**config.mk**
```make
export PLATFORM = sky130hd
export DESIGN_NAME = crc32_rx_check
export DESIGN_NICKNAME = d
export VERILOG_FILES = /design/src/rtl/crc32_pkg.sv /design/src/rtl/crc32_rx_check.sv
export SDC_FILE = /design/constraint.sdc
export NUM_CORES = 1
export LEC_CHECK = 0
export BUFFER_PORTS_ARGS = -buffer_cell sky130_fd_sc_hd__clkbuf_2
export CAP_MARGIN = 5
export CORE_MARGIN = 2
export CORE_UTILIZATION = 61
export CTS_BUF_LIST = sky130_fd_sc_hd__clkbuf_8
export DETAILED_ROUTE_END_ITERATION = 10
export GPL_TIMING_DRIVEN = 1
export MAX_ROUTING_LAYER = met4
export PLACE_DENSITY = 0.8
export SLEW_MARGIN = 20
export SYNTH_ARGS = -nofsm -noshare
export SYNTH_HDL_FRONTEND = slang
export SYNTH_SLANG_ARGS = --single-unit
```
**constraint.sdc**
```tcl
create_clock -name clk -period 3 [get_ports clk]
set_input_delay 0 -clock clk [delete_from_list [all_inputs] [get_ports clk]]
set_output_delay 0 -clock clk [all_outputs]
set_load 0.05 [all_outputs]
```
**src/rtl/crc32_pkg.sv**
```systemverilog
// Shared CRC-32 definitions: reflected byte-update function, standard constants,
// rx-check FSM states and the per-frame result payload.
package crc32_pkg;

    localparam int unsigned CRC_W  = 32;
    localparam int unsigned BYTE_W = 8;

    localparam logic [CRC_W-1:0] CRC32_POLY_REFL = 32'hEDB88320;
    localparam logic [CRC_W-1:0] CRC32_INIT_STD  = 32'hFFFFFFFF;
    localparam logic [CRC_W-1:0] CRC32_XOR_STD   = 32'hFFFFFFFF;

    typedef enum logic [1:0] {
        IDLE,
        ACCUM,
        REPORT
    } state_t;

    typedef struct packed {
        logic             crc_ok;
        logic             err_short;
        logic [CRC_W-1:0] crc_calc;
        logic [CRC_W-1:0] crc_rx;
    } crc_result_t;

    // One byte through the reflected CRC-32 (poly 0x04C11DB7), LSB first.
    function automatic logic [CRC_W-1:0] crc32_byte_next(input logic [CRC_W-1:0] c,
                                                         input logic [BYTE_W-1:0] d);
        logic [CRC_W-1:0] r;
        r = c ^ CRC_W'(d);
        for (int i = 0; i < 8; i++) begin
            r = r[0] ? ((r >> 1) ^ CRC32_POLY_REFL) : (r >> 1);
        end
        return r;
    endfunction

endpackage

```
**src/rtl/crc32_rx_check.sv**
```systemverilog
// Receive-side CRC-32 frame checker: a 4-byte delay line keeps the trailing FCS
// out of the running CRC, then the CRC is compared against the delayed bytes.
module crc32_rx_check
    import crc32_pkg::*;
#(
    parameter logic [CRC_W-1:0] INIT      = CRC32_INIT_STD,
    parameter logic [CRC_W-1:0] FINAL_XOR = CRC32_XOR_STD
) (
    input  logic              clk,
    input  logic              rst_n,
    input  logic              in_valid,
    output logic              in_ready,
    input  logic [BYTE_W-1:0] in_data,
    input  logic              in_last,
    output logic              done,
    output logic              crc_ok,
    output logic              err_short,
    output logic [CRC_W-1:0]  crc_calc,
    output logic [CRC_W-1:0]  crc_rx
);

    localparam int unsigned CNT_W = 3;
    localparam logic [CNT_W-1:0] CNT_SAT = CNT_W'(4);

    state_t                        state, state_n;
    logic [CRC_W-1:0]              crc_reg, crc_n;
    logic [CNT_W-1:0]              cnt, cnt_n;
    logic [3:0][BYTE_W-1:0]        sr, sr_n;
    crc_result_t                   res, res_n;
    logic                          ready_n, done_n;

    logic                          xfer;
    logic [CRC_W-1:0]              crc_upd;
    logic [CRC_W-1:0]              crc_fin;
    logic [CRC_W-1:0]              rx_word;

    // Next-state, datapath and output decode.
    always_comb begin
        state_n = state;
        crc_n   = crc_reg;
        cnt_n   = cnt;
        sr_n    = sr;
        res_n   = res;
        ready_n = 1'b0;
        done_n  = 1'b0;

        xfer    = in_valid && in_ready;
        crc_upd = crc32_byte_next(crc_reg, sr[0]);
        crc_fin = ((cnt == CNT_SAT) ? crc_upd : crc_reg) ^ FINAL_XOR;
        // Shifted delay line; its 32-bit view is also the received FCS word.
        rx_word = {in_data, sr[3], sr[2], sr[1]};

        case (state)
            IDLE: begin
                state_n = ACCUM;
                ready_n = 1'b1;
            end
            ACCUM: begin
                ready_n = 1'b1;
                if (xfer) begin
                    if (cnt == CNT_SAT) begin
                        crc_n = crc_upd;
                    end
                    sr_n  = rx_word;
                    cnt_n = (cnt == CNT_SAT) ? cnt : cnt + CNT_W'(1);
                    if (in_last) begin
                        res_n.crc_calc  = crc_fin;
                        res_n.crc_rx    = rx_word;
                        res_n.err_short = (cnt < CNT_W'(3));
                        res_n.crc_ok    = (cnt >= CNT_W'(3)) && (crc_fin == rx_word);
                        state_n         = REPORT;
                        ready_n         = 1'b0;
                        done_n          = 1'b1;
                    end
                end
            end
            REPORT: begin
                crc_n   = INIT;
                cnt_n   = '0;
                sr_n    = '0;
                state_n = ACCUM;
                ready_n = 1'b1;
            end
            default: begin
                state_n = IDLE;
            end
        endcase
    end

    always_ff @(posedge clk) begin
        if (!rst_n) begin
            state    <= IDLE;
            crc_reg  <= INIT;
            cnt      <= '0;
            sr       <= '0;
            res      <= '0;
            in_ready <= 1'b0;
            done     <= 1'b0;
        end else begin
            state    <= state_n;
            crc_reg  <= crc_n;
            cnt      <= cnt_n;
            sr       <= sr_n;
            res      <= res_n;
            in_ready <= ready_n;
            done     <= done_n;
        end
    end

    assign crc_ok    = res.crc_ok;
    assign err_short = res.err_short;
    assign crc_calc  = res.crc_calc;
    assign crc_rx    = res.crc_rx;

endmodule

```
==> results_dict.tcl <==
set metrics [dict create \
    worstPathArrival_ns 3.29 \
    viasPerCell 6.16 \
    final_util_pct 74.4 \
    cp_slowest_cell "xnor3_1" \
    area_growth_pct 18.7 \
    tns_ns 0 \
    initial_core_util_pct 62.7 \
    cts_buffer_depth 2 \
    grt_usage_pct 39.3 \
    design_area_um2 8070 \
    place_ws_ns 0.0330 \
    fillers 823 \
    maxCapViolCount 0 \
    die_area_um2 12000 \
    synthArstFlopShare_pct 0 \
    fmax_mhz 343 \
    synth_fp_nets 772 \
    end_kind "register" \
    grt_pass1_wl_um 33400 \
    antennaDiodeCount 0 \
    cpLargestDelayFamily "XOR/XNOR gates" \
    core_area_um2 10800 \
    fin_worst_skew_ns 0.0167 \
    layout_setup_ws_ns 0.0887 \
    startpoint_type "register" \
    critPathKind "register to register" \
    nets 868 \
    place_area_um2 7490 \
    sw_frac_of_total_pct 28.8 \
    clk_pin_slew_worst_paths_ns 0.09 \
    rsz0062_at_grt "false" \
    grt_pass1_vias 5924 \
    yosysWarnings 0 \
    p_seq_share_pct 48.3 \
    finalCritPeriodShare_pct 97.0 \
    cp.required_ns 3.38 \
    drive_gt1_share_pct 20.1 \
    pwr-share-clk_pct 37.7 \
    htreeDepth 4 \
    cts_root_buf "clkbuf_8" \
    clock-sinks 137 \
    fin_cells 1006 \
    rows 38 \
    finalPower_mw 3.91 \
    netlist_instances 757 \
    path_cells "xnor2_4 > xnor3_1 > a211o_1 > a22o_1 > nor4_1 > nand4_1 > or4_1 > o31ai_2" \
    numPlacedInstances 962 \
    p_comb_share_pct 14.0 \
    cts_tree "built" \
    vdd_drop_max_mv 0.437 \
    synth_flop_cell "dfxtp_1" \
    synth_area_per_cell_um2 8.98 \
    wire_per_inst_um 21.5 \
    worstPathMaxFanout 8 \
    ys_seq_area_share_pct 40.4 \
    relSlewSlack_pct 46.9 \
    hold_class "input pin to register" \
    hpwl_um 15300 \
    hold_violations 0 \
    powerDensity_nw_per_um2 484 \
    antenna_left 0 \
    drt-total-wl_um 21700 \
    io_buffer_count 79 \
    place.gp.congestion 1.01 \
    p_leak_nw 3.41 \
    max_slew.worst_pin.slew_ns 0.795 \
    netlist_area_um2 6800 \
    antenna_found_initial 0 \
    path_buf_inv 0 \
    drtIter0Drc 603 \
    hold_ws_ns 0.423 \
    synthDistinctLibCells 54 \
    vias 6201 \
    firstDrtPassIters 6 \
    grt_overflow_total 0 \
    die_w_um 110 \
    setup_viol 0 \
    power.internal_mw 2.78 \
    synth_edf_count 0 \
    insertion_delay_ns 0.46 \
    fin_crit_ns 2.91 \
    cts_buffers 17 \
    remaining_drc_errors 0 \
    cts_setup_buffers 0 \
    grt_max_degree 83 \
    power.switching_mw 1.12 \
    die_h_um 110 \
    max_stage_delay_ns 0.46 \
    ioPinCount 80 \
    status "complete, no violations" \
    maxSlewViolCount 0 \
    synth_seq_cells 137 \
]
==> power groups by stage <==
stage,Sequential [mW],Clock [mW],Combinational (mW)
CTS,1.88,1.48,0.527
finish,1.89,1.47,0.545
floorplan,1.95,0,0.329
global placement,1.93,0,0.507
global route,1.89,1.55,0.579
detailed placement,1.93,0,0.510
==> routing by layer <==
layer  vias to the layer above  routed length [µm]  GRT usage (%)
li1                       2822                   -              -
met1                      2980                9030           51.4
met2                       348                9880           58.2
met3                        51                2020           8.95
met4                         0                 735           17.5
met5                         -                   0              -
==> path summary, 6_finish.rpt <==
check	slack, ns	from	depth (start not counted)	end
worst max-delay path	0.09	sr[1]	8	crc_ok
worst min-delay path	0.42	in_data[6]	3	rx_word[22]
worst max register to register	0.09	sr[1]	8	crc_ok
worst min register to register	0.46	crc_calc[7]	2	crc_calc[7]
==> Yosys cell counts, drive strengths merged, types with 2 or more instances <==
cell type,n,share of area [%]
a222oi,3,0.44
nor3b,2,0.22
a211o,3,0.39
xnor2,50,7.4
xor2,24,3.5
a211oi,4,0.44
o2bb2ai,2,0.26
nor2,19,1.0
xnor3,14,4.7
and2,9,0.83
nand4,7,0.64
clkbuf,46,2.5
xor3,2,0.70
nand4b,2,0.26
dfxtp,137,40
mux2,2,0.33
o21ai,16,1.2
nor3,3,0.22
ha,3,0.55
and4b,2,0.29
o211a,4,0.59
a21oi,21,1.5
o211ai,35,3.9
nor2b,2,0.18
nand3,24,1.8
a21boi,64,7.1
mux2i,12,1.8
nand2b,4,0.37
nand2,170,9.4
a22o,24,3.1
a2bb2oi,2,0.26
and3,3,0.28
a22oi,6,0.66
buf,10,0.64
inv,12,0.66
o22ai,6,0.55
==> cell type report <==
class	instances	area, µm²	share of cell area, %
inverters	12	45.0	0.558
repair buffers	133	856	10.6
flip-flops and latches	137	2740	34.0
multi-input cells	552	3870	48.0
clock buffers	19	262	3.24
clock inverters	13	115	1.43
well taps	140	175	2.17
==> tightest hold or removal path: stages <==
cell,delay (ns)
dlygate4sd3_1,0.53
clkbuf_2,0.17
a22o_1,0.15
==> timing repair <==
item                                    CTS  global route
hold buffers                             12             0
endpoints found under the setup margin    0             1
hold endpoints to repair                 20             0
gates resized for setup                   0            11
==> logic make-up after synthesis <==
kind of cell	after synthesis	share of synthesized area (%)
AOI/OAI and AO/OA	195	21.0
muxes	14	2.10
buffers and inverters	68	3.85
xor gates and xnor gates	90	16.3
adders and majority gates	3	0.552
and+or+nand+nor	250	15.9
DFF	137	40.4
==> placed cells by master (no fill, tap or decap), types with 7 or more instances in the layout <==
cell type,instances
nor2_1,19
clkbuf_8,19
o211ai_1,35
clkbuf_2,79
buf_4,40
a21boi_0,56
a21oi_1,21
nand4_1,7
nand2_1,169
mux2i_1,12
a22o_1,24
inv_1,13
xnor3_1,12
xor2_1,21
xnor2_1,42
nand3_1,24
dfxtp_1,136
dlygate4sd3_1,12
a21boi_1,8
o21ai_0,15
Note: power is estimated with default switching activity, not from simulation.
